[config.mk]
export PLATFORM = sky130hd
export DESIGN_NAME = config_source_arbiter
export DESIGN_NICKNAME = d
export VERILOG_FILES = /design/src/rtl/config_arb_pkg.sv /design/src/rtl/config_source_arbiter.sv
export SDC_FILE = /design/constraint.sdc
export NUM_CORES = 1
export LEC_CHECK = 0
export ABC_AREA = 0
export ABC_CLOCK_PERIOD_IN_PS = 3700
export CORE_MARGIN = 2
export CORE_UTILIZATION = 45
export DETAILED_ROUTE_END_ITERATION = 7
export DONT_BUFFER_PORTS = 1
export GPL_ROUTABILITY_DRIVEN = 0
export GPL_TIMING_DRIVEN = 0
export PLACE_DENSITY = 0.71
export SLEW_MARGIN = 20
export SYNTH_ARGS = -nofsm -noshare
export SYNTH_HDL_FRONTEND = slang
export SYNTH_SLANG_ARGS = --single-unit
[constraint.sdc]
create_clock -name CLK -period 3.7 [get_ports CLK]
set_input_delay 0.37 -clock CLK [delete_from_list [all_inputs] [get_ports CLK]]
set_output_delay 0.37 -clock CLK [all_outputs]
set_load 0.05 [all_outputs]
[src/rtl/config_arb_pkg.sv]
// Shared encodings for the eFPGA config-port arbiter.
package config_arb_pkg;

  typedef enum logic [1:0] {
    ST_IDLE     = 2'd0,
    ST_UART_OWN = 2'd1,
    ST_JTAG_OWN = 2'd2,
    ST_RELEASE  = 2'd3
  } arb_state_e;

  localparam logic [1:0] OWNER_NONE = 2'd0;
  localparam logic [1:0] OWNER_UART = 2'd1;
  localparam logic [1:0] OWNER_JTAG = 2'd2;

endpackage

[src/rtl/config_source_arbiter.sv]
// Arbitrates the eFPGA config write port between the UART loader and the
// JTAG TAP. Ownership is held for a whole bitstream, a guard period follows
// the owner's active drop, owner words are forwarded with one cycle latency,
// and writes from non-owners are counted and flagged.
module config_source_arbiter
  import config_arb_pkg::*;
#(
  parameter int DATA_WIDTH     = 32,
  parameter int GUARD_CYCLES   = 16,
  parameter int DROP_CNT_WIDTH = 8
) (
  input  logic                      CLK,
  input  logic                      resetn,
  input  logic                      uart_active,
  input  logic [DATA_WIDTH-1:0]     uart_write_data,
  input  logic                      uart_write_strobe,
  input  logic                      jtag_active,
  input  logic [DATA_WIDTH-1:0]     jtag_write_data,
  input  logic                      jtag_write_strobe,
  input  logic                      clear_conflict,
  output logic [DATA_WIDTH-1:0]     config_write_data,
  output logic                      config_write_strobe,
  output logic                      com_active,
  output logic [1:0]                owner,
  output logic [DROP_CNT_WIDTH-1:0] dropped_count,
  output logic                      conflict_flag
);

  // Guard counter only ever holds GUARD_CYCLES-1 down to 0.
  localparam int GW = (GUARD_CYCLES > 1) ? $clog2(GUARD_CYCLES) : 1;
  localparam logic [GW-1:0] GUARD_LOAD = GW'(GUARD_CYCLES - 1);

  arb_state_e          state;
  logic [GW-1:0]       guard_cnt;
  logic                prev_jtag;   // which source owned before RELEASE

  logic                acc_u, acc_j;
  logic                rej_u, rej_j;
  logic [1:0]          rej_n;
  logic [DROP_CNT_WIDTH-1:0] cnt_base;
  logic [DROP_CNT_WIDTH:0]   cnt_sum;

  // Strobe acceptance depends only on the current state and this cycle's
  // inputs; in IDLE the same-cycle winner's strobe already counts.
  always_comb begin
    acc_u = 1'b0;
    acc_j = 1'b0;
    case (state)
      ST_IDLE: begin
        acc_j = jtag_write_strobe & jtag_active;
        acc_u = uart_write_strobe & uart_active & ~jtag_active;
      end
      ST_UART_OWN: acc_u = uart_write_strobe;
      ST_JTAG_OWN: acc_j = jtag_write_strobe;
      default: ;
    endcase
    rej_u    = uart_write_strobe & ~acc_u;
    rej_j    = jtag_write_strobe & ~acc_j;
    rej_n    = {1'b0, rej_u} + {1'b0, rej_j};
    cnt_base = clear_conflict ? '0 : dropped_count;
    cnt_sum  = {1'b0, cnt_base} + (DROP_CNT_WIDTH + 1)'(rej_n);
  end

  // Ownership FSM with registered owner / com_active.
  always_ff @(posedge CLK or negedge resetn) begin
    if (!resetn) begin
      state      <= ST_IDLE;
      guard_cnt  <= '0;
      prev_jtag  <= 1'b0;
      owner      <= OWNER_NONE;
      com_active <= 1'b0;
    end else begin
      case (state)
        ST_IDLE: begin
          if (jtag_active) begin
            state      <= ST_JTAG_OWN;
            owner      <= OWNER_JTAG;
            com_active <= 1'b1;
          end else if (uart_active) begin
            state      <= ST_UART_OWN;
            owner      <= OWNER_UART;
            com_active <= 1'b1;
          end
        end
        ST_UART_OWN: begin
          if (!uart_active) begin
            state     <= ST_RELEASE;
            prev_jtag <= 1'b0;
            guard_cnt <= GUARD_LOAD;
          end
        end
        ST_JTAG_OWN: begin
          if (!jtag_active) begin
            state     <= ST_RELEASE;
            prev_jtag <= 1'b1;
            guard_cnt <= GUARD_LOAD;
          end
        end
        ST_RELEASE: begin
          // Reclaim by the previous owner beats guard expiry.
          if (prev_jtag ? jtag_active : uart_active) begin
            state <= prev_jtag ? ST_JTAG_OWN : ST_UART_OWN;
          end else if (guard_cnt == '0) begin
            state      <= ST_IDLE;
            owner      <= OWNER_NONE;
            com_active <= 1'b0;
          end else begin
            guard_cnt <= guard_cnt - 1'b1;
          end
        end
        default: state <= ST_IDLE;
      endcase
    end
  end

  // Forward the accepted word; data holds between strobes.
  always_ff @(posedge CLK or negedge resetn) begin
    if (!resetn) begin
      config_write_data   <= '0;
      config_write_strobe <= 1'b0;
    end else begin
      config_write_strobe <= acc_u | acc_j;
      if (acc_j)      config_write_data <= jtag_write_data;
      else if (acc_u) config_write_data <= uart_write_data;
    end
  end

  // Saturating drop counter and sticky conflict flag; a clear in the same
  // cycle as a rejection leaves only that cycle's rejections.
  always_ff @(posedge CLK or negedge resetn) begin
    if (!resetn) begin
      dropped_count <= '0;
      conflict_flag <= 1'b0;
    end else begin
      dropped_count <= cnt_sum[DROP_CNT_WIDTH] ? '1 : cnt_sum[DROP_CNT_WIDTH-1:0];
      conflict_flag <= (clear_conflict ? 1'b0 : conflict_flag) | (rej_n != 2'd0);
    end
  end

endmodule

Yosys cells after proc, flatten, opt, wreduce, memory -nomap -nowiden
Cells that the tools add are included.

operators by class
  shift-type cells = 0
  muxes and demuxes = 31
  equal/unequal tests = 10
  $add $sub $neg = 3
  bitwise logic cells = 10
  $lt $le $gt $ge = 0
  $mul = 0
  divide/modulo/power cells = 0
  reduce and logical (&&, ||, !) cells = 11

operators by type and width
  operator             count
  $mux 32              2
  $mux 2               8
  $mux 4               4
  $mux 8               2
  $pmux 4 s3           1
  $ne 2x2->1 const B   5
  $add 8x2->9          1
  $mux 1               8
  $pmux 1 s2           4
  $pmux 2 s4           1
  $reduce_and 4->1     2
  $reduce_bool 2->1    4
  $ne 3x3->1 const B   2
  $and 1x1->1          5
  $reduce_and 5->1     1
  $eq 2x2->1 const B   2
  $logic_not 4->1      1
  $pmux 2 s2           1
  $sub 4x1->4 const B  1
  $not 1->1            3
  $reduce_and 3->1     1
  $reduce_bool 3->1    1
  $add 1x1->2          1
  $eq 2x1->1 const B   1
  other kinds (2)      3

word-level totals
  memories kept = 0
  register bits after elaboration = 52
  logic and storage cells = 74
  RAM bits = 0
  ROM bits = 0
  input port bits = 71
  bits in latches = 0
  output and inout port bits = 45

Logic depth before layout (Yosys ltp)
Gate-level depths: netlist of run 1.

  depth after elaboration = 8
  depth in mapped cells = 13

Worst setup path after synthesis of run 1
OpenSTA, ideal clock, no wires.

  kind = register -> register
  start = register state[0]
  end = register dropped_count[3]
  slack = 0.864 ns
  data arrival time = 2.758 ns
  library setup time = 0.078 ns
  cell stages (with the launch flop) = 14
  data required time = 3.622 ns
  cell sequence = dfrtp_1 -> inv_1 -> ha_1 -> and3b_1 -> nor2_1 -> nand2_1 -> ha_1 -> ha_1 -> inv_1 -> fa_1 -> nand4b_1 -> nor3b_1 -> nand3_1 -> a21oi_1

between the ends
  word-level cells in the longest chain between the ends = 7
  elaborated cells between the ends (all ways) = 12
  those cells by class = add/sub: 2; eq/ne: 2; mux: 3; bitwise: 4; reduce/logical: 1

ends and longest elaborated chain
  what                                      line                                                      source
  start: declaration                        config_source_arbiter.sv:33                               arb_state_e state;
  start signal: assignment                  config_source_arbiter.sv:102                              state <= prev_jtag ? ST_JTAG_OWN : ST_UART_OWN;
  $eq 2x1->1, or another cell as far along  config_source_arbiter.sv:48                               case (state)
  $pmux 1 s2                                config_source_arbiter.sv:48
  $not 1->1 (on tied branches)              config_source_arbiter.sv:57, config_source_arbiter.sv:58
  $and 1x1->1 (on tied branches)            config_source_arbiter.sv:57, config_source_arbiter.sv:58
  $add 1x1->2 (*)                           config_source_arbiter.sv:59                               rej_n = {1'b0, rej_u} + {1'b0, rej_j};
  $add 8x2->9 (*)                           config_source_arbiter.sv:61                               cnt_sum = {1'b0, cnt_base} + (DROP_CNT_WIDTH + 1)'(rej_n);
  $mux 8 (*)                                config_source_arbiter.sv:135                              dropped_count <= cnt_sum[DROP_CNT_WIDTH] ? '1 : cnt_sum[DROP_CNT_WIDTH-1:0];
  end signal: assignment                    config_source_arbiter.sv:135
  end: declaration                          config_source_arbiter.sv:25                               output logic [DROP_CNT_WIDTH-1:0] dropped_count,

Mark *: on every way between the ends. The rest lies on a longest branch, timed or not.
A chain may end at the register's enable or synchronous reset.

Worst setup path in the final report of run 1
Same ends and word-level chain as after synthesis.

==> results of run 1 <==
## cell type report
cell class	count	area, sq um
clock buffers	7	86.3
clock inverters	1	7.51
well taps	75	93.8
inverters	17	63.8
plain buffers	18	106
multi-input cells	226	1250
repair buffers	2	37.5
fillers	568	2940
flip-flops and latches	52	1300
## through the flow
stage               area (sq um)  cells  hold WS, ns  utilization [%]  power [uW]
floorplan                   2730    313       0.0744                -        2450
global placement            2820    388       0.0755             47.9        2630
detailed placement          2820    388       0.0755             47.9        2670
CTS                         2950    398        0.170             50.1        3020
global route                2950    398        0.177             50.1        3200
finish                      2950    398        0.179             50.1        3000
## final timing paths
path | startpoint | slack (ns) | cells past startpoint | end
worst max register to register | state[0]$_DFFE_PN0P_ | 0.47 | 12 | dropped_count[3]$_DFF_PN0_
max in group asynchronous | resetn | 2.87 | 2 | dropped_count[5]$_DFF_PN0_
worst min-delay path | uart_write_data[26] | 0.18 | 2 | config_write_data[26]$_DFFE_PN0P_
worst min register to register | guard_cnt[0]$_DFFE_PN0P_ | 0.58 | 2 | guard_cnt[0]$_DFFE_PN0P_
worst max-delay path | state[0]$_DFFE_PN0P_ | 0.47 | 12 | dropped_count[3]$_DFF_PN0_
min in group asynchronous | resetn | 0.58 | 2 | config_write_data[22]$_DFFE_PN0P_
## routing by layer
layer / vias up / track usage (%)
met2: 78 / 30.7
met1: 1024 / 21.8
met5: - / 0
met3: 6 / 5.27
met4: 0 / 6.17
li1: 1082 / -
## where the power goes
part	switching [uW]	internal, uW	total (uW)	leakage (uW)
sequential	939	802	1740	0.000611
clock	183	152	335	0.0000445
combinational	530	391	921	0.000649
total	1650	1350	3000	0.00130
## flip-flops by register name (all words and copies together) (netlist names)
signal,flops
com_active,1
owner,2
guard_cnt,4
state,2
prev_jtag,1
dropped_count,8
config_write_strobe,1
conflict_flag,1
config_write_data,32
## placed cells by master, fill, tap and decap left out, types with 4 or more instances in the layout
cell and instances:
mux2i_1 4, a21oi_1 73, inv_1 17, nor2_1 40
buf_2 13, clkbuf_8 6, o21ai_0 5, ha_1 10
nor3_1 4, dfrtp_1 52, nand2b_1 5, nand2_1 44
## worst max-delay path, stage by stage (launching register included)
cell and delay [ns]:
dfrtp_1 0.39, inv_1 0.10, ha_1 0.29, a31oi_1 0.29
nand2_1 0.11, ha_1 0.30, ha_1 0.16, inv_1 0.05
fa_1 0.42, nand4b_1 0.26, nor3b_1 0.34, nand3_1 0.22
a21oi_1 0.19
## cells by family after synthesis
kind of cell / after synthesis
AND/OR/NAND/NOR: 111
AO/OA/AOI/OAI: 98
flip-flops: 52
buffers and inverters: 35
adder cells (fa/ha/maj): 11
multiplexers: 5
XOR/XNOR: 1
==> metrics.md, run 1 <==
| Metric | Value |
|---|---|
| Worst vdd ir | `around 0.51 mV` |
| Average cell area after synthesis | `8.71 sq um` |
| Worst setup EP type | `register` |
| DR iter-0 viols | `~120` |
| Period minus WS final | `approximately 3.2 ns` |
| Final Slew Violations | `0` |
| EDFF count, synth | `0` |
| Seq/Total Area, Yosys | `47.8%` |
| Post-DP HPWL | `roughly 4500 um` |
| CTS buffer count | `5` |
| CTS tree | `done` |
| Mux contribution to synthesized area | `1.97%` |
| Via count | `about 2,200` |
| Routed length on met2 | `2990 um` |
| Period utilisation layout | `just under 90%` |
| Post-synth top cells | `73 x a21oi_1, 52 x dfrtp_1, 44 x nand2_1` |
| Number of inserted diodes | `0` |
| Setup WS pre-CTS | `~0.48 ns` |
| F_max | `310 MHz` |
| DRC viols | `0` |
| Outcome | `complete, no violations` |
| Share of synthesized flip-flops with an asynchronous set or reset | `between 90% and 100%` |
| Ys flop type | `dfrtp_1` |
| PortBufs | `0` |
| Wl on met1 | `2610 um` |
| Leakage | `between 0.001 and 0.0015 uW` |
| CTS H-tree lvls | `2` |
| Cell variety after synth | `43` |
| Synthesis-to-finish area growth | `8.26%` |
| Layout cell share with drive strength beyond 1 | `a little under a tenth` |
| Largest family of logic cells by synthesized area | `compound AO/OA/AOI/OAI gates` |
| Met3 wire len | `between 400 and 500 um` |
| RSZ-0062 raised after global routing | `false` |
| First-pass GRT wire length | `between 9000 and 10,000 um` |
| Synth top area cells | `dfrtp_1 48%, a21oi_1 13%, nand2_1 6.1%` |
| Critical Path AT | `approximately 3.5 ns` |
| Startpoint Class | `register` |
| Critical Path RT | `a little under 4 ns` |
| Final setup vio count | `0` |
| Post-Synthesis Cells | `313` |
| Die X | `between 80 and 90 um` |
| Least-Margin Pin Slew | `about 0.6 ns` |
| Final-stage net count | `around 400` |
| Simple-Gate Fraction of Synth Area | `between 15 and 20%` |
| Yosys top cell by area | `dfrtp_1` |
| GR Overflow Total | `0` |
| Die height | `about 82 um` |
| Cell Pwr Density | `between 1000 and 1500 nW/um^2` |
| Hold Path Class | `input pin to register` |
| CP Max Fanout | `8` |
| Count leader, synth | `a21oi_1` |
| Top cell type's share of synthesized area | `47.8%` |
| FP Rows | `28` |
| Final Skew | `around 0.0098 ns` |
| Worst-Skew Late Latency | `a little over 0.3 ns` |
| TritonRoute pass-1 iters | `4` |
| Synthesis warning total | `0` |
| Clk buf depth | `2` |
| Antenna-violating nets left | `0` |
| Hold_buf cts | `2` |
| Core area | `~6000 sq um` |
| Max capacitance violation total | `0` |
| Syn_nets | `between 300 and 400` |
| Clock sinks | `52` |
| Post-CTS setup buffer count | `0` |
| Post-Synth Adder-Cell Area | `5.33%` |
| Vias per inst | `5.50` |
| Slew HR | `~60%` |
| Setup TNS | `0 ns` |
| Post-Syn Area | `between 2000 and 3000 sq um` |
| Number of global-route vias before repair | `1,985` |
| Clock-pin slew on the worst setup and hold paths | `~0.1 ns` |
| Initial antenna violation count | `0` |
| Worst setup margin | `0.475 ns` |
| Die area | `6690 sq um` |
| Compound-Gate Fraction of Synth Area | `about a fifth` |
| Post-synthesis register bit count | `52` |
| DR top layer | `met4` |
| Synth Area in XOR/XNOR | `less than 1%` |
| Initial Util | `between 40% and 50%` |
| Post_cts resized | `0` |
| Total routed wirelength | `roughly 6200 um` |
| Final Hold Fails | `0` |
| Avg WL per Cell | `~15 um` |
| Ports | `116` |
| Crit Path Class | `register to register` |
| Total track usage | `18.0%` |
| Root buf cell | `clkbuf_8` |
| Pin count of the biggest net entering global routing | `53` |
Note: power is estimated with default switching activity, not from simulation.
==> inputs of run 2 (changes only) <==
--- a/config.mk
+++ b/config.mk
@@ -13,8 +13,6 @@
 export DONT_BUFFER_PORTS = 1
 export GPL_ROUTABILITY_DRIVEN = 0
 export GPL_TIMING_DRIVEN = 0
-export PLACE_DENSITY = 0.71
-export SLEW_MARGIN = 20
 export SYNTH_ARGS = -nofsm -noshare
 export SYNTH_HDL_FRONTEND = slang
 export SYNTH_SLANG_ARGS = --single-unit
==> constraint.sdc (replaced) <==
create_clock -name CLK -period 3.7 [get_ports CLK]
set_input_delay 0.37 -clock CLK [delete_from_list [all_inputs] [get_ports CLK]]
set_output_delay 0.37 -clock CLK [all_outputs]
set_load 0.1 [all_outputs]
==> run 2 against run 1 <==
Core utilization increased by 0.30 points. Highest routed layer unchanged. First-iteration DRC count decreased by 45%. Sequential cell count unchanged.
==> metrics.md, run 2 (synthesized netlist as in run 1, its figures left out) <==
| Metric | Value |
|---|---|
| CP Max Fanout | `8` |
| Die height | `81.8 um` |
| Crit Path Class | `register to register` |
| CTS H-tree lvls | `2` |
| Core area | `between 5000 and 6000 sq um` |
| Hold_sp | `uart_write_data[20]` |
| CP Buf/Inv Count | `2` |
| Most used cell, CP | `ha_1` |
| Commonest non-fill, non-tap cell in the layout | `a21oi_1` |
| Post-DP HPWL | `~4600 um` |
| PortBufs | `0` |
| Crit. Startpoint | `state[0]$_DFFE_PN0P_` |
| Fillers | `572` |
| Hold path depth | `2` |
| Number of inserted diodes | `0` |
| Total routed wirelength | `between 6000 and 7000 um` |
| Worst setup margin | `around 0.45 ns` |
| Critical Path AT | `3.49 ns` |
| Clk buf depth | `2` |
| Number of flip-flops in the largest register | `32` |
| Worst-Skew Late Latency | `about 0.3 ns` |
| Final Slew Violations | `0` |
| Antenna-violating nets left | `0` |
| FP Rows | `28` |
| Biggest register | `config_write_data` |
| TritonRoute pass-1 iters | `4` |
| Hold Path Class | `input pin to register` |
| Root buf cell | `clkbuf_8` |
| Vias per inst | `approximately 5.5` |
| Pin count of the biggest net entering global routing | `53` |
| First-pass GRT wire length | `between 9000 and 10,000 um` |
| Worst Hold Path EP | `config_write_data[20]$_DFFE_PN0P_` |
| Clock sinks | `52` |
| Reg-to-Reg Start | `state[0]$_DFFE_PN0P_` |
| Worst setup EP type | `register` |
| RSZ-0062 raised after global routing | `false` |
| Setup WS pre-CTS | `about 0.4 ns` |
| Reg2reg path depth | `13` |
| Initial Util | `between 40 and 50%` |
| Most frequent cells in the layout | `73 x a21oi_1, 52 x dfrtp_1, 44 x nand2_1` |
| Final Hold Fails | `0` |
| Layout cell share with drive strength beyond 1 | `under 10%` |
| CP delay by family, top | `simple AND/OR/NAND/NOR gates` |
| CTS tree | `done` |
| CP max stage delay | `~0.42 ns` |
| Final Skew | `0.0114 ns` |
| Avg WL per Cell | `between 15 and 20 um` |
| Flop2flop setup slack | `between 0.4 and 0.5 ns` |
| Period minus WS final | `about 3.3 ns` |
| Final setup vio count | `0` |
| Startpoint Class | `register` |
| Max capacitance violation total | `0` |
| Final-stage net count | `~400` |
| Critical Path RT | `between 3 and 4 ns` |
| GR Overflow Total | `0` |
| DRC viols | `0` |
| Slew HR | `between 30% and 40%` |
| Period utilisation layout | `between 80% and 90%` |
| Clock-pin slew on the worst setup and hold paths | `~0.10 ns` |
| Hold WS | `0.177 ns` |
| Crit-path cells | `inv_1 -> ha_1 -> and3b_1 -> nor2_1 -> nand2_1 -> ha_1 -> ha_1 -> inv_1 -> fa_1 -> nand4b_1 -> nor3b_1 -> nand3_1 -> a21oi_1` |
| Die X | `approximately 80 um` |
| Die area | `6690 sq um` |
| Regs by FF count | `config_write_data: 32 flops, dropped_count: 8 flops, guard_cnt: 4 flops` |
| CTS buffer count | `5` |
| Initial antenna violation count | `0` |
| Worst path slowest cell | `fa_1` |
| DR iter-0 viols | `66` |
| Outcome | `complete, no violations` |
| Synthesis-to-finish area growth | `8.91%` |
| F_max | `307 MHz` |
| Least-Margin Pin Slew | `between 1 and 1.5 ns` |
| Via count | `2,180` |
| Ports | `approximately 120` |
| Worst R2R End | `dropped_count[3]$_DFF_PN0_` |
| Post-route core utilization | `50.4%` |
| Total track usage | `between 10% and 20%` |
| Number of global-route vias before repair | `slightly above 2,000` |
| Setup TNS | `0 ns` |
==> run 2: changes by cell type in the layout (fill, tap and decap cells not counted) <==
cell,change
clkbuf_8,-1
clkinvlp_4,-1
inv_6,+1
bufinv_16,+1
==> run 2: final cells by class <==
cell class              instances  area (sq um)  area share, %
plain buffers                  18           106           3.58
clock buffers                   6          72.6           2.45
clock inverters                 2          38.8           1.31
inverters                      17          63.8           2.15
multi-input cells             226          1250           42.2
flip-flops and latches         52          1300           43.8
well taps                      75          93.8           3.16
repair buffers                  2          37.5           1.26
==> run 2: repair_timing <==
| item | in CTS | in global routing |
|---|---|---|
| resized for setup | 0 | 0 |
| hold buffers | 2 | 0 |
| endpoints found under the hold margin | 52 | 0 |
| endpoints found under the setup margin | 0 | 0 |
| setup buffers | 0 | 0 |
==> run 2: worst max path at each step <==
stage                                       endpoint  slack, ns  cells past startpoint
after global routing      dropped_count[2]$_DFF_PN0_        0.1                     12
after global placement    dropped_count[3]$_DFF_PN0_       0.48                     12
after detailed placement  dropped_count[3]$_DFF_PN0_       0.40                     12
after floorplan           dropped_count[3]$_DFF_PN0_       0.82                     13
final                     dropped_count[3]$_DFF_PN0_       0.45                     13
after CTS                 dropped_count[3]$_DFF_PN0_       0.40                     12
==> run 2: through the flow <==
stage / std cells / area, sq um
after floorplan: 313 / 2730
after global placement: 388 / 2820
after detailed placement: 388 / 2820
after CTS: 398 / 2970
after global routing: 398 / 2970
final: 398 / 2970
==> run 2: layer usage <==
| layer | vias to the layer above | global-route usage, % | part of all wire (%) |
|---|---|---|---|
| met2 | 79 | 30.2 | 48 |
| met1 | 1021 | 24.0 | 43 |
| met4 | 0 | 4.83 | 1.2 |
| met5 | - | 0 | 0 |
| met3 | 6 | 5.60 | 8.4 |
| li1 | 1074 | - | - |
Power of run 2 is left out: the tool's default activity adds up to more than one toggle a clock period on the data nets, which glitch-free logic cannot reach.
